**src/rtl/hazard_ctrl_if.sv**
```systemverilog
// hazard_ctrl_if: decode metadata in, stall/flush/forward controls out
interface hazard_ctrl_if #(parameter int CNT_W = 16);
  logic [4:0] Rs1_d;
  logic [4:0] Rs2_d;
  logic [4:0] Rd_d;
  logic RegWrite_d;
  logic Load_d;
  logic MemAcc_d;
  logic PcSrc_e;
  logic Mem_ready_m;
  logic Stall_f;
  logic Stall_d;
  logic Stall_e;
  logic Stall_m;
  logic Flush_d;
  logic Flush_e;
  logic [1:0] Fwd_a_e;
  logic [1:0] Fwd_b_e;
  logic [CNT_W-1:0] Stall_cnt;
  modport master (
    output Rs1_d, Rs2_d, Rd_d, RegWrite_d, Load_d, MemAcc_d, PcSrc_e, Mem_ready_m,
    input Stall_f, Stall_d, Stall_e, Stall_m, Flush_d, Flush_e, Fwd_a_e, Fwd_b_e, Stall_cnt
  );
  modport slave (
    input Rs1_d, Rs2_d, Rd_d, RegWrite_d, Load_d, MemAcc_d, PcSrc_e, Mem_ready_m,
    output Stall_f, Stall_d, Stall_e, Stall_m, Flush_d, Flush_e, Fwd_a_e, Fwd_b_e, Stall_cnt
  );
endinterface

```
**src/rtl/hazard_ctrl.sv**
```systemverilog
// hazard_ctrl: shadow-slot hazard detection, stall/flush control and E-stage forwarding
module hazard_ctrl #(parameter int CNT_W = 16) (
  input logic Clk,
  input logic Clear,
  hazard_ctrl_if.slave bus
);
  logic d_v, e_v, e_rw, e_ld, e_ma, m_v, m_rw, m_ma, w_v, w_rw;
  logic [4:0] e_rd, e_rs1, e_rs2, m_rd, w_rd;
  logic [CNT_W-1:0] cnt;
  logic mem_stall, lu, stall_f, m_ok, w_ok;
  always_comb begin
    mem_stall = m_v & m_ma & ~bus.Mem_ready_m;
    lu = d_v & e_v & e_ld & (e_rd != 5'd0) & (e_rd == bus.Rs1_d | e_rd == bus.Rs2_d);
    stall_f = ~Clear & (mem_stall | (~bus.PcSrc_e & lu));
    m_ok = e_v & m_v & m_rw & (m_rd != 5'd0);
    w_ok = e_v & w_v & w_rw & (w_rd != 5'd0);
    bus.Stall_f = stall_f;
    bus.Stall_d = stall_f;
    bus.Stall_e = ~Clear & mem_stall;
    bus.Stall_m = ~Clear & mem_stall;
    bus.Flush_d = Clear | (~mem_stall & bus.PcSrc_e);
    bus.Flush_e = Clear | (~mem_stall & (bus.PcSrc_e | lu));
    bus.Fwd_a_e = Clear ? 2'b00 : (m_ok & m_rd == e_rs1) ? 2'b10 : (w_ok & w_rd == e_rs1) ? 2'b01 : 2'b00;
    bus.Fwd_b_e = Clear ? 2'b00 : (m_ok & m_rd == e_rs2) ? 2'b10 : (w_ok & w_rd == e_rs2) ? 2'b01 : 2'b00;
    bus.Stall_cnt = cnt;
  end
  always_ff @(posedge Clk) begin
    if (Clear) begin
      d_v <= 1'b0;
      e_v <= 1'b0;
      m_v <= 1'b0;
      w_v <= 1'b0;
      cnt <= '0;
    end else begin
      if (stall_f && !(&cnt)) cnt <= cnt + CNT_W'(1);
      if (mem_stall) w_v <= 1'b0;
      else begin
        w_v <= m_v;
        w_rd <= m_rd;
        w_rw <= m_rw;
        m_v <= e_v;
        m_rd <= e_rd;
        m_rw <= e_rw;
        m_ma <= e_ma;
        // squashed or stalled decode enters E as a bubble; its fields are don't-care
        e_v <= d_v & ~bus.PcSrc_e & ~lu;
        e_rd <= bus.Rd_d;
        e_rw <= bus.RegWrite_d;
        e_ld <= bus.Load_d;
        e_ma <= bus.MemAcc_d;
        e_rs1 <= bus.Rs1_d;
        e_rs2 <= bus.Rs2_d;
        d_v <= bus.PcSrc_e ? 1'b0 : lu ? d_v : 1'b1;
      end
    end
  end
endmodule

```
**src/flat_wrapper.sv**
```systemverilog
// flat-port wrapper written by rule: the top's interface ports become plain ports
module hazard_ctrl_flat 
#(parameter int CNT_W = 16)
  (Clk, Clear, bus_Rs1_d, bus_Rs2_d, bus_Rd_d, bus_RegWrite_d, bus_Load_d, bus_MemAcc_d, bus_PcSrc_e, bus_Mem_ready_m, bus_Stall_f, bus_Stall_d, bus_Stall_e, bus_Stall_m, bus_Flush_d, bus_Flush_e, bus_Fwd_a_e, bus_Fwd_b_e, bus_Stall_cnt);
  hazard_ctrl_if #(.CNT_W(CNT_W)) bus_i ();
  input logic Clk;
  input logic Clear;
  input wire logic [$bits(bus_i.Rs1_d)-1:0] bus_Rs1_d;
  input wire logic [$bits(bus_i.Rs2_d)-1:0] bus_Rs2_d;
  input wire logic [$bits(bus_i.Rd_d)-1:0] bus_Rd_d;
  input wire logic [$bits(bus_i.RegWrite_d)-1:0] bus_RegWrite_d;
  input wire logic [$bits(bus_i.Load_d)-1:0] bus_Load_d;
  input wire logic [$bits(bus_i.MemAcc_d)-1:0] bus_MemAcc_d;
  input wire logic [$bits(bus_i.PcSrc_e)-1:0] bus_PcSrc_e;
  input wire logic [$bits(bus_i.Mem_ready_m)-1:0] bus_Mem_ready_m;
  output wire logic [$bits(bus_i.Stall_f)-1:0] bus_Stall_f;
  output wire logic [$bits(bus_i.Stall_d)-1:0] bus_Stall_d;
  output wire logic [$bits(bus_i.Stall_e)-1:0] bus_Stall_e;
  output wire logic [$bits(bus_i.Stall_m)-1:0] bus_Stall_m;
  output wire logic [$bits(bus_i.Flush_d)-1:0] bus_Flush_d;
  output wire logic [$bits(bus_i.Flush_e)-1:0] bus_Flush_e;
  output wire logic [$bits(bus_i.Fwd_a_e)-1:0] bus_Fwd_a_e;
  output wire logic [$bits(bus_i.Fwd_b_e)-1:0] bus_Fwd_b_e;
  output wire logic [$bits(bus_i.Stall_cnt)-1:0] bus_Stall_cnt;
  assign bus_i.Rs1_d = bus_Rs1_d;
  assign bus_i.Rs2_d = bus_Rs2_d;
  assign bus_i.Rd_d = bus_Rd_d;
  assign bus_i.RegWrite_d = bus_RegWrite_d;
  assign bus_i.Load_d = bus_Load_d;
  assign bus_i.MemAcc_d = bus_MemAcc_d;
  assign bus_i.PcSrc_e = bus_PcSrc_e;
  assign bus_i.Mem_ready_m = bus_Mem_ready_m;
  assign bus_Stall_f = bus_i.Stall_f;
  assign bus_Stall_d = bus_i.Stall_d;
  assign bus_Stall_e = bus_i.Stall_e;
  assign bus_Stall_m = bus_i.Stall_m;
  assign bus_Flush_d = bus_i.Flush_d;
  assign bus_Flush_e = bus_i.Flush_e;
  assign bus_Fwd_a_e = bus_i.Fwd_a_e;
  assign bus_Fwd_b_e = bus_i.Fwd_b_e;
  assign bus_Stall_cnt = bus_i.Stall_cnt;
  hazard_ctrl #(.CNT_W(CNT_W)) u_core (.Clk(Clk), .Clear(Clear), .bus(bus_i));
endmodule
```
**config.mk**
```make
export PLATFORM = sky130hd
export DESIGN_NAME = hazard_ctrl_flat
export DESIGN_NICKNAME = d
export VERILOG_FILES = /design/src/rtl/hazard_ctrl_if.sv /design/src/rtl/hazard_ctrl.sv /design/src/flat_wrapper.sv
export SDC_FILE = /design/constraint.sdc
export NUM_CORES = 1
export LEC_CHECK = 0
export CAP_MARGIN = 40
export CORE_MARGIN = 2
export CORE_UTILIZATION = 41
export CTS_BUF_LIST = sky130_fd_sc_hd__clkbuf_8
export DETAILED_ROUTE_END_ITERATION = 10
export GPL_ROUTABILITY_DRIVEN = 0
export PLACE_DENSITY_LB_ADDON = 0.05
export SLEW_MARGIN = 5
export SYNTH_ARGS = -nofsm -noshare
export SYNTH_HDL_FRONTEND = slang
export SYNTH_SLANG_ARGS = --single-unit
```
**constraint.sdc**
```tcl
create_clock -name Clk -period 2.93 [get_ports Clk]
set_input_delay 0.586 -clock Clk [delete_from_list [all_inputs] [get_ports Clk]]
set_output_delay 0.586 -clock Clk [all_outputs]
set_load 0.03 [all_outputs]
```
==> reports/qor.txt, run 1 <==
Status - finished, final reports clean
# fillers - 528
Critical path class - register to output port
Max FO, Critical Path - 2
Top-count cell post-synth - edfxtp_1
PD cells - 459 nW/um^2
Post-DR vias/cell - 5.29
Cts bufs inserted - 5
Top cells by area, synth - edfxtp_1 (38%), dfxtp_1 (16%), xnor2_1 (6.8%)
Largest buffer count on any clock path - 2
Core ar. - 5850 um^2
Final Hold Viols - 0
Final ANT Viol Nets - 0
Yosys warns - 0
Non-Filler Instances - 340
Max IR drop VDD - 0.229 mV
I/O pin total - 48
Initial Utilization - 0.420
Number of diodes - 0
Least-Margin Pin Slew - 513 ps
DRT Pass-1 Iters - 4
Root Driver - clkbuf_8
Syn Inst Count - 213
Min Hold Slack - 427 ps
Fin crit period - 2740 ps
Post-Place Cells - 332
CTS sink count - 51
Ys async rst share - 0
Largest net degree at the start of global routing - 32
Period utilization - 0.934
DR iter-0 viols - 79
Worst path required time - 2340 ps
Multi-input logic area - 1020 um^2
Syn_area_per_cell - 11.5 um^2
Share of the synthesized area in the top cell type - 0.379
Pleak - 0.00101 uW
DR DRC count - 0
Clock Power Share - 0.339
First-pass GRT wire length - 8230 um
Setup crit start kind - register
Vias post-DR - 1798
Synth cell count leaders - edfxtp_1 (31), dfxtp_1 (20), xnor2_1 (19)
H-tree depth - 2
Dominant synthesized flop cell - edfxtp_1
Setup violations, final - 0
Port bufs - 47
Final net count - 287
Combinational share of power - 0.086
CP Capture Type - output port
Max Freq - 0.365 GHz
Clock Pin Slew Worst Setup and Hold Paths - 90 ps
Sum of negative setup slack - 0 ps
Initial antenna violation count - 0
Max Cap Viol - 0
FF+latch count, synth - 51
Sw power - 306 uW
Reg area - 1330 um^2
Worst-Skew Late Latency - 300 ps
Clk_skew - 5.28 ps
Hold-fix buffers, CTS - 0
R2r setup slk - 810 ps
Overflow after GRT - 0
Max-slew violations - 0
Switching part of the total - 0.217
DP HPWL - 3660 um
Die Width - 81.4 um
RSZ-0062 raised after global routing - false
Layout Area Growth over Synthesis - 25.2%
Slew HR - 0.654
Die area - 6630 um^2
CTS tree - done
Core Rows - 28
Worst hold path type - register to register
Total GRT Usage - 0.164
Avg WL per Cell - 14.6 um
Seq/Total Area, Yosys - 0.542
Worst Path Arrival - 2150 ps
Height of the die - 81.4 um
WL final - 4980 um
Post-Syn Nets - 236
Yosys top cell by area - edfxtp_1
EDFF count, synth - 31
Internal Power - 1110 uW
Sequential group share of total power - 0.576
Post-Syn Area - 2460 um^2
Share of cells above drive strength 1 - 0.136
Vias in the first global route - 1682
Post-synth cell types - 42
[cells in the final DEF, fill, tap and decap left out, drive strengths merged, types with 2 or more instances in the layout]
cell type,instances
clkdlybuf4s50,37
edfxtp,31
dfxtp,20
xnor2,19
buf,17
a21oi,16
nand2,14
or4,11
xor2,11
nand3,11
nor2,11
o31ai,9
nor3,6
inv,5
clkbuf,5
o41ai,5
o21ai,4
and3,4
nand4,4
nor4,3
o311ai,3
and2,2
and4,2
[repair_timing]
action,4_1_cts,5_1_grt
resized for setup,1,0
buffers inserted,0,0
setup endpoints to repair,1,0
[path summary, 6_finish.rpt]
kind	endpoint	from	cells past startpoint
setup reg to reg	u_core.bus.Stall_cnt[7]	u_core.e_rd[0]	7
hold reg to reg	u_core.m_rw	u_core.e_rw	0
setup / recovery	bus_Fwd_b_e[1]	u_core.m_rd[0]	5
hold / removal	u_core.m_rw	u_core.e_rw	0
[power by group through the flow]
stage          registers [uW]  clock network [uW]  logic, uW
2_1_floorplan             826                   0       70.6
3_3_place_gp              830                   0        122
3_5_place_dp              830                   0        122
4_1_cts                   813                 494        122
5_1_grt                   816                 518        133
6_report                  813                 478        121
[through the flow]
stage | area (um^2) | total power (uW) | worst slack, ps | util
floorplan | 2460 | 896 | 224 | -
global placement | 2970 | 951 | 274 | 0.507
detailed placement | 2970 | 952 | 244 | 0.507
CTS | 3080 | 1430 | 176 | 0.526
global route | 3080 | 1470 | 70.4 | 0.526
finish | 3080 | 1410 | 193 | 0.526
[registers in the layout, indices dropped and copies added (netlist names)]
register              flops
u_core.d_v                1
u_core.w_v                1
u_core.e_rw               1
u_core.m_rd               5
u_core.e_rs2              5
u_core.w_rd               5
u_core.m_ma               1
u_core.bus.Stall_cnt     16
u_core.m_v                1
u_core.m_rw               1
u_core.e_ma               1
u_core.e_rd               5
u_core.e_ld               1
u_core.e_v                1
u_core.e_rs1              5
u_core.w_rw               1
[logic make-up (layout without fill, tap and decap cells)]
family | Yosys count | after routing | share of synthesized area
AND/OR/NAND/NOR | 74 | 74 | 0.174
buffers and inverters | 15 | 67 | 0.0448
XOR/XNOR | 30 | 30 | 0.107
multiplexers | 1 | 1 | 0.00458
adder cells (fa/ha/maj) | 1 | 1 | 0.00509
flip-flops | 51 | 51 | 0.542
AO/OA/AOI/OAI | 41 | 41 | 0.123
[worst max-delay path: stages (launching register included)]
cell	delay [ps]
edfxtp_1	390
or4_1	540
o2111ai_1	290
nor4_1	120
and2_1	160
dlygate4sd2_1	350
[routing by layer]
metal / global-route usage / vias to the layer above / wire length, um
li1: - / 909 / -
met5: 0 / - / 0
met1: 0.242 / 851 / 2540
met4: 0.0610 / 0 / 70
met2: 0.240 / 31 / 2210
met3: 0.0308 / 7 / 160
[final cells by class]
| cell class | count | share of cell area |
|---|---|---|
| multi-input combinational | 147 | 0.331 |
| tap | 75 | 0.0305 |
| inverter | 4 | 0.00488 |
| timing repair buffer | 55 | 0.165 |
| sequential | 51 | 0.433 |
| clock buffer | 5 | 0.0224 |
| clock inverter | 3 | 0.0134 |
Note: power is estimated with default switching activity, not from simulation.
==> inputs of run 2 (changes only) <==
CAP_MARGIN = 0   (was 40)
==> results of run 2 <==
The final DEF is identical to that of run 1; final timing and power are the same.
